--- config.mk ---
export PLATFORM = sky130hd
export DESIGN_NAME = skintone_classifier_pipe
export DESIGN_NICKNAME = d
export VERILOG_FILES = /design/src/rtl/skintone_classifier_pipe.sv
export SDC_FILE = /design/constraint.sdc
export NUM_CORES = 1
export LEC_CHECK = 0
export ABC_AREA = 1
export BUFFER_PORTS_ARGS = -buffer_cell sky130_fd_sc_hd__buf_4
export CORE_MARGIN = 8
export CORE_UTILIZATION = 25
export DETAILED_ROUTE_END_ITERATION = 7
export SKIP_LAST_GASP = 1
export SYNTH_ARGS = -nofsm -noshare
export SYNTH_HDL_FRONTEND = slang
export SYNTH_SLANG_ARGS = --single-unit
--- constraint.sdc ---
create_clock -name clk -period 9.7 [get_ports clk]
set_input_delay 1.94 -clock clk [delete_from_list [all_inputs] [get_ports clk]]
set_output_delay 1.94 -clock clk [all_outputs]
set_load 0.01 [all_outputs]
--- src/rtl/skintone_classifier_pipe.sv ---
// -----------------------------------------------------------------------------
// skintone_classifier_pipe
//
// Multi-lane RGB skin-tone classifier with a stall-as-a-whole pipeline.
// Each lane converts RGB to BT.601 chroma (Cb, Cr), clamps it to the CW-bit
// range and flags the pixel as skin when both components sit inside the
// programmable inclusive windows. A saturating counter tallies skin lanes
// that leave the block.
//
// Ports:
//   clk, rst                 clock, synchronous active-high reset
//   pixel_datain             LANES x {R,G,B}, lane k at [3*CW*(k+1)-1 : 3*CW*k]
//   pixel_datain_valid/ready input handshake (ready = pipe may advance)
//   cb_min/cb_max/cr_min/cr_max  inclusive chroma windows, sampled at stage 3
//   result_dataout           LANES bytes, 8'hFF = skin, 8'h00 = not skin
//   result_dataout_valid/ready   output handshake
//   count_clear              synchronous clear of skin_pixel_count
//   skin_pixel_count         saturating count of transferred skin lanes
//
// Pipeline: stage 1 = products, stage 2 = shift/offset/clamp, stage 3 =
// window compare, stages 4..STAGES = delay. Output is the last stage.
// -----------------------------------------------------------------------------
module skintone_classifier_pipe #(
   parameter int CW     = 8,
   parameter int LANES  = 1,
   parameter int STAGES = 16,
   parameter int CNT_W  = 32
) (
   input  logic                    clk,
   input  logic                    rst,
   input  logic [3*CW*LANES-1:0]   pixel_datain,
   input  logic                    pixel_datain_valid,
   output logic                    pixel_datain_ready,
   input  logic [CW-1:0]           cb_min,
   input  logic [CW-1:0]           cb_max,
   input  logic [CW-1:0]           cr_min,
   input  logic [CW-1:0]           cr_max,
   output logic [8*LANES-1:0]      result_dataout,
   output logic                    result_dataout_valid,
   input  logic                    result_dataout_ready,
   input  logic                    count_clear,
   output logic [CNT_W-1:0]        skin_pixel_count
);

   localparam int PW  = CW + 10;
   localparam int PCW = $clog2(LANES + 1);
   localparam int SKN = STAGES - 2;   // skin registers: stage 3 .. STAGES

   localparam logic signed [PW-1:0] K21   = PW'(21);
   localparam logic signed [PW-1:0] K43   = PW'(43);
   localparam logic signed [PW-1:0] K85   = PW'(85);
   localparam logic signed [PW-1:0] K107  = PW'(107);
   localparam logic signed [PW-1:0] K128  = PW'(128);
   localparam logic signed [PW-1:0] HALF  = PW'(2 ** (CW - 1));
   localparam logic signed [PW-1:0] MAXV  = PW'(2 ** CW - 1);

   logic                  advance;
   logic [STAGES-1:0]     vld_q;          // bit i = valid of stage i+1
   logic [LANES-1:0]      skin_d;
   logic [LANES-1:0]      skin_q [SKN];   // [0] = stage 3, [SKN-1] = output
   logic [PCW-1:0]        pop_d;
   logic [CNT_W-1:0]      cnt_q, cnt_d, cnt_base;
   logic [CNT_W:0]        cnt_sum;
   logic                  xfer;

   // Floor shift by 8, recentre, then clamp into [0, 2^CW-1].
   function automatic logic [CW-1:0] clamp_chroma(input logic signed [PW-1:0] s);
      logic signed [PW-1:0] t;
      t = (s >>> 8) + HALF;
      if (t[PW-1])
         return '0;
      else if (t > MAXV)
         return '1;
      else
         return t[CW-1:0];
   endfunction

   assign advance              = !result_dataout_valid || result_dataout_ready;
   assign pixel_datain_ready   = advance;
   assign result_dataout_valid = vld_q[STAGES-1];

   genvar gi;
   generate
      for (gi = 0; gi < LANES; gi++) begin : g_lane
         logic [CW-1:0]        r_w, g_w, b_w;
         logic signed [PW-1:0] r_s, g_s, b_s;
         logic signed [PW-1:0] cbs_d, crs_d, cbs_q, crs_q;
         logic [CW-1:0]        cb_d, cr_d, cb_q, cr_q;

         assign r_w = pixel_datain[3*CW*gi + 2*CW +: CW];
         assign g_w = pixel_datain[3*CW*gi + CW   +: CW];
         assign b_w = pixel_datain[3*CW*gi        +: CW];
         assign r_s = $signed({{(PW-CW){1'b0}}, r_w});
         assign g_s = $signed({{(PW-CW){1'b0}}, g_w});
         assign b_s = $signed({{(PW-CW){1'b0}}, b_w});

         assign cbs_d = K128 * b_s - K43 * r_s - K85 * g_s;
         assign crs_d = K128 * r_s - K107 * g_s - K21 * b_s;
         assign cb_d  = clamp_chroma(cbs_q);
         assign cr_d  = clamp_chroma(crs_q);

         // Empty windows (min > max) fail both compares naturally.
         assign skin_d[gi] = (cb_q >= cb_min) && (cb_q <= cb_max) &&
                             (cr_q >= cr_min) && (cr_q <= cr_max);

         always_ff @(posedge clk) begin
            if (advance) begin
               cbs_q <= cbs_d;
               crs_q <= crs_d;
               cb_q  <= cb_d;
               cr_q  <= cr_d;
            end
         end

         assign result_dataout[8*gi +: 8] = {8{skin_q[SKN-1][gi]}};
      end
   endgenerate

   // Valid bits and skin flags; skin flags are reset so the output byte
   // reads zero out of reset.
   always_ff @(posedge clk) begin
      if (rst) begin
         vld_q <= '0;
         for (int i = 0; i < SKN; i++)
            skin_q[i] <= '0;
      end else if (advance) begin
         vld_q     <= {vld_q[STAGES-2:0], pixel_datain_valid};
         skin_q[0] <= skin_d;
         for (int i = 1; i < SKN; i++)
            skin_q[i] <= skin_q[i-1];
      end
   end

   // Skin-lane counter: clear acts as a zero base, so clear+transfer loads
   // the beat's popcount; the extra carry bit detects saturation.
   always_comb begin
      pop_d = '0;
      for (int i = 0; i < LANES; i++)
         pop_d = pop_d + PCW'(skin_q[SKN-1][i]);
      xfer     = result_dataout_valid && result_dataout_ready;
      cnt_base = count_clear ? '0 : cnt_q;
      cnt_sum  = {1'b0, cnt_base} + (CNT_W+1)'(pop_d);
      cnt_d    = cnt_base;
      if (xfer)
         cnt_d = cnt_sum[CNT_W] ? '1 : cnt_sum[CNT_W-1:0];
   end

   always_ff @(posedge clk) begin
      if (rst)
         cnt_q <= '0;
      else
         cnt_q <= cnt_d;
   end

   assign skin_pixel_count = cnt_q;

endmodule

# == After elaboration in Yosys (flattened, before gate mapping) ==
# Memory sizes are Yosys's and may differ from the RTL's.
# Cells that the tools add are included.
# op_classes
addsub,7
multipliers,4
n_lt_le_gt_ge,6
n_mux,24
bitwise_logic,14
reduce_logical,6
# ops
op,n
$mux W32,3
$add A32 B1 Y33,1
$mul A7 B8 Y15 const A,2
$add A9 B9 Y10 const B,2
$gt A10 B9 Y1 const B,2
$mux W1,19
$sub A16 B14 Y17,1
$sub A16 B16 Y17,1
$ge A8 B8 Y1,2
$le A8 B8 Y1,2
$mux W8,2
$sub A15 B14 Y16,1
$sub A15 B15 Y16,1
$mul A6 B8 Y14 const A,1
$or A1 B1 Y1,14
$mul A5 B8 Y13 const A,1
$logic_and A1 B1 Y1,4
$logic_not A1 Y1,1
$logic_or A1 B1 Y1,1
# totals
ff_bits,98
ram_bits,14
output_inout_bits,42
word_cells,68
n_memories,1
# memory_table
name,words,word_bits,rd,rd_clocked_by_memory_dff,wr,line,text
skin_q,14,1,14,0,14,60,logic [LANES-1:0] skin_q [SKN];

# == Logic depth before layout (Yosys ltp) ==
# logic_depth
ltp_word,6
depth_mapped,26
depth_no_buf,26

# == Worst setup path after synthesis ==
# Ideal clock, no wire load.
# synth_path
path_type,input-to-reg
from,input pixel_datain[9]
to,register g_lane[0].crs_q[15] (data pin)
setup_time_ns,0.253
arrival_ns,5.886
slack_ns,3.561
stages,23
path_cell_list,ha_1 inv_1 fa_1 fa_1 inv_1 fa_1 inv_1 ha_1 nand2_1 inv_1 nand2_1 nand2_1 a21oi_1 o21bai_1 xor2_1 ha_1 nand2_1 o21a_1 nand2_1 a21oi_1 nand3_1 nand2_1 nand2_1
# synth_between
elab_chain_len,3
# synth_lines
element,line,text
"start, declared",31,"input logic [3*CW*LANES-1:0] pixel_datain,"
$mul A7 B8 Y15,98,assign crs_d = K128 * r_s - K107 * g_s - K21 * b_s;
$sub A15 B15 Y16,98,
$sub A16 B14 Y17,98,
net g_lane[0].crs_d[15],87,"logic signed [PW-1:0] cbs_d, crs_d, cbs_q, crs_q;"
"end signal, assigned",109,crs_q <= crs_d;
"end, declared",87,
# The timed path passes the listed nets, and every way through them passes these cells.
# A chain may end at the register's enable or synchronous reset.

# == Worst setup path in the final report ==
# Ends and elaborated chain as after synthesis.

==> qor.csv <==
metric;value;unit
drv_cap;0;
min_period;6.302;ns
cts_buffer_depth;2;
cp_common_cell;nand2_1;
hold_buffers;0;
r2r_setup_slack;7.19;ns
setup_viol;0;
grt_pass1_wl;47720;um
nets;1889;
hold_class;flop to flop;
synthCells;1498;
tightest_slew;1.074;ns
yosysWarnings;0;
synth_cell_types;40;
clock_skew;0.01324;ns
dp.cells;2164;
ys_seq_area_share;21.37;%
regToRegEndpoint;skin_pixel_count[26];
remaining_drc_errors;0;
post-route-period-util;64.97;%
netlist_area;11240;um2
reg2reg_depth;10;
p_seq_share;18.6;%
vias;9878;
async_reset_ff_share;0;%
p_leak;6.409;nW
fin_area;12920;um2
dr_wl_met2;13380;um
switching_power;0.001708;W
hold_depth;2;
syn_nets;1804;
cts_tree;yes;
routed_wl;28640;um
place_area;12580;um2
r2r_start;skin_q[1][5];
crit_slowest_cell;fa_1;
holdCritStartpoint;vld_q[14];
fin_cells;2180;
place.gp.congestion;0.8943;
first_pass_iters;5;
cts_setup_buffers;0;
p_per_area;272.9;nW/um2
n_antenna_cell;0;
initial_core_util;25.37;%
worstPathArrival;6.40;ns
hold_viol;0;
die_y;228.1;um
drive_above_1_share;9.194;%
relSlewSlack;28.26;%
maxUsedRoutingLayer;met4;
synth.area.top_cells;ha_1 (22%), edfxtp_1 (13%), inv_1 (11%), nand2_1 (9.1%), fa_1 (8.7%);
outcome;complete, no violations;
p_comb_share;70.3;%
clkSlewWorstSetupHoldPaths;0.07;ns
io_pins;103;
rsz0062_at_grt;no;
fp.coreArea;44320;um2
grt_antenna_before_repair;0;
post_cts_resized;0;
vdd_drop_max;224.3;uV
fin_setup_tns;0;ns
dp_hpwl;24030;um
drt-met1-wl;12920;um
fp-row-count;77;
cts_root_buffer;clkbuf_16;
power.internal;0.001817;W
yosys.area.top_type;ha_1;
grt_pass1_vias;9873;
grt-ovfl-total;0;
finalMaxSlewViolations;0;
final_antenna_net_count;0;
portBuffers;102;
track_usage;10.88;%
wl_met3;1688;um
synth_top_area_share;21.81;%
critPathMaxStageDelay;0.56;ns
max_freq;158.7;MHz
p_clk_share;11.1;%
fp.dieW;228.1;um
synth_edf_count;48;
cp-end-kind;flop;
grt_max_degree;51;
area_growth_syn_to_layout;14.89;%
die_area;52020;um2
vias_per_cell;4.531;
crit_type;input port to flop;
hold_ws;0.4630;ns
pre_cts_ws;3.032;ns
crit_fanout;5;
wl_per_cell;13.14;um
clk_latency;0.35;ns
synth_area_per_cell;7.506;um2
drt-initial-drc-count;610;
p_sw_share;48.46;%
cts.sinks;96;
critPathLaunchType;input port;
cts_max_level;3;
critPathRequiredTime;9.80;ns
fin_ws;3.398;ns
hold_end;vld_q[15];
ys_ff_latch;96;
ys.flop_type;edfxtp_1;
cts_buffers;9;
-- per-stage QoR --
stage | total power [W] | utilization, %
finish | 0.003525 | 29.15
global route | 0.003926 | 29.15
CTS | 0.003543 | 29.15
detailed placement | 0.003128 | 28.39
global placement | 0.003077 | 28.39
floorplan | 0.002554 | -
-- synthesized netlist by cell type (17+ instances only) --
library cell and n:
nand3_1 95, xnor2_1 17, o21ai_0 34, xor2_1 41, inv_1 329, ha_1 196, dfxtp_1 48, edfxtp_1 48
nor2_1 105, nand2_1 272, a21oi_1 124, fa_1 49
-- metal layers --
layer  GRT usage (%)  vias up
met5               0        -
met4           2.908        0
met3           2.445       33
met2           18.65      259
met1           13.60     4599
li1                -     4987
-- state kept, by name (all words and copies together) (netlist names) --
signal and cells:
skin_pixel_count 32, vld_q 16, g_lane.cb_q 8, skin_q 14
g_lane.cbs_q 9, g_lane.cr_q 8, g_lane.crs_q 9
-- layout by cell type, fill, tap and decap left out, types with 4 or more instances in the layout --
cell type,Yosys,routed
o22ai_1,14,14
a21o_1,8,8
fa_1,49,49
nor3_1,13,13
edfxtp_1,48,48
nand4_1,15,15
xor2_1,41,41
nand3b_1,4,4
buf_4,9,104
nor2_2,6,6
o21a_1,6,6
clkbuf_16,0,11
inv_1,329,329
a31oi_1,6,6
ha_1,196,196
o21bai_1,9,9
nor2_4,4,4
nand3_2,5,5
nor2_1,105,105
nand2_1,272,272
a21oi_1,124,124
o21ai_0,34,34
nand3_1,95,95
xnor2_1,17,17
dfxtp_1,48,48
-- critical path: cells and delay by family --
family	cells	cell delay, ns
AND/OR/NAND/NOR	9	0.77
adder cells (fa/ha/maj)	6	2.62
buffers and inverters	6	0.38
XOR/XNOR	1	0.15
AO/OA/AOI/OAI	3	0.52
-- power groups by stage --
stage | clock [W] | combinational, W | sequential (W)
global route | 0.000420 | 0.00284 | 0.000666
CTS | 0.000405 | 0.00248 | 0.000658
global placement | 0 | 0.00241 | 0.000667
finish | 0.000391 | 0.00248 | 0.000655
detailed placement | 0 | 0.00246 | 0.000667
floorplan | 0 | 0.00191 | 0.000647
-- how the worst max path moves through the flow --
stage / startpoint / endpoint / slack, ns
after floorplan: pixel_datain[9] / g_lane[0].crs_q[15] / 3.56
after global placement: pixel_datain[19] / g_lane[0].cbs_q[13] / 3.18
after detailed placement: pixel_datain[9] / g_lane[0].crs_q[15] / 3.03
after CTS: pixel_datain[9] / g_lane[0].crs_q[15] / 3.40
after global routing: pixel_datain[9] / g_lane[0].crs_q[15] / 3.09
final: pixel_datain[9] / g_lane[0].crs_q[15] / 3.40
-- cell type report --
cell class              count  area, um2
inverters                 331       1244
well taps                 592      740.7
repair buffers            104      780.7
flip-flops and latches     96       2402
fillers                  4869      31400
clock inverters             4      56.30
clock buffers              12      279.0
multi-input cells        1041       7415
-- logic make-up after synthesis --
family,count (synthesis),synth area share (%)
simple gates,529,20.64
buf+inv,361,12.69
fa+ha+maj,245,30.54
compound gates,209,10.25
flops,96,21.37
xor+xnor,58,4.518
Power figures use the tool's default switching activity.
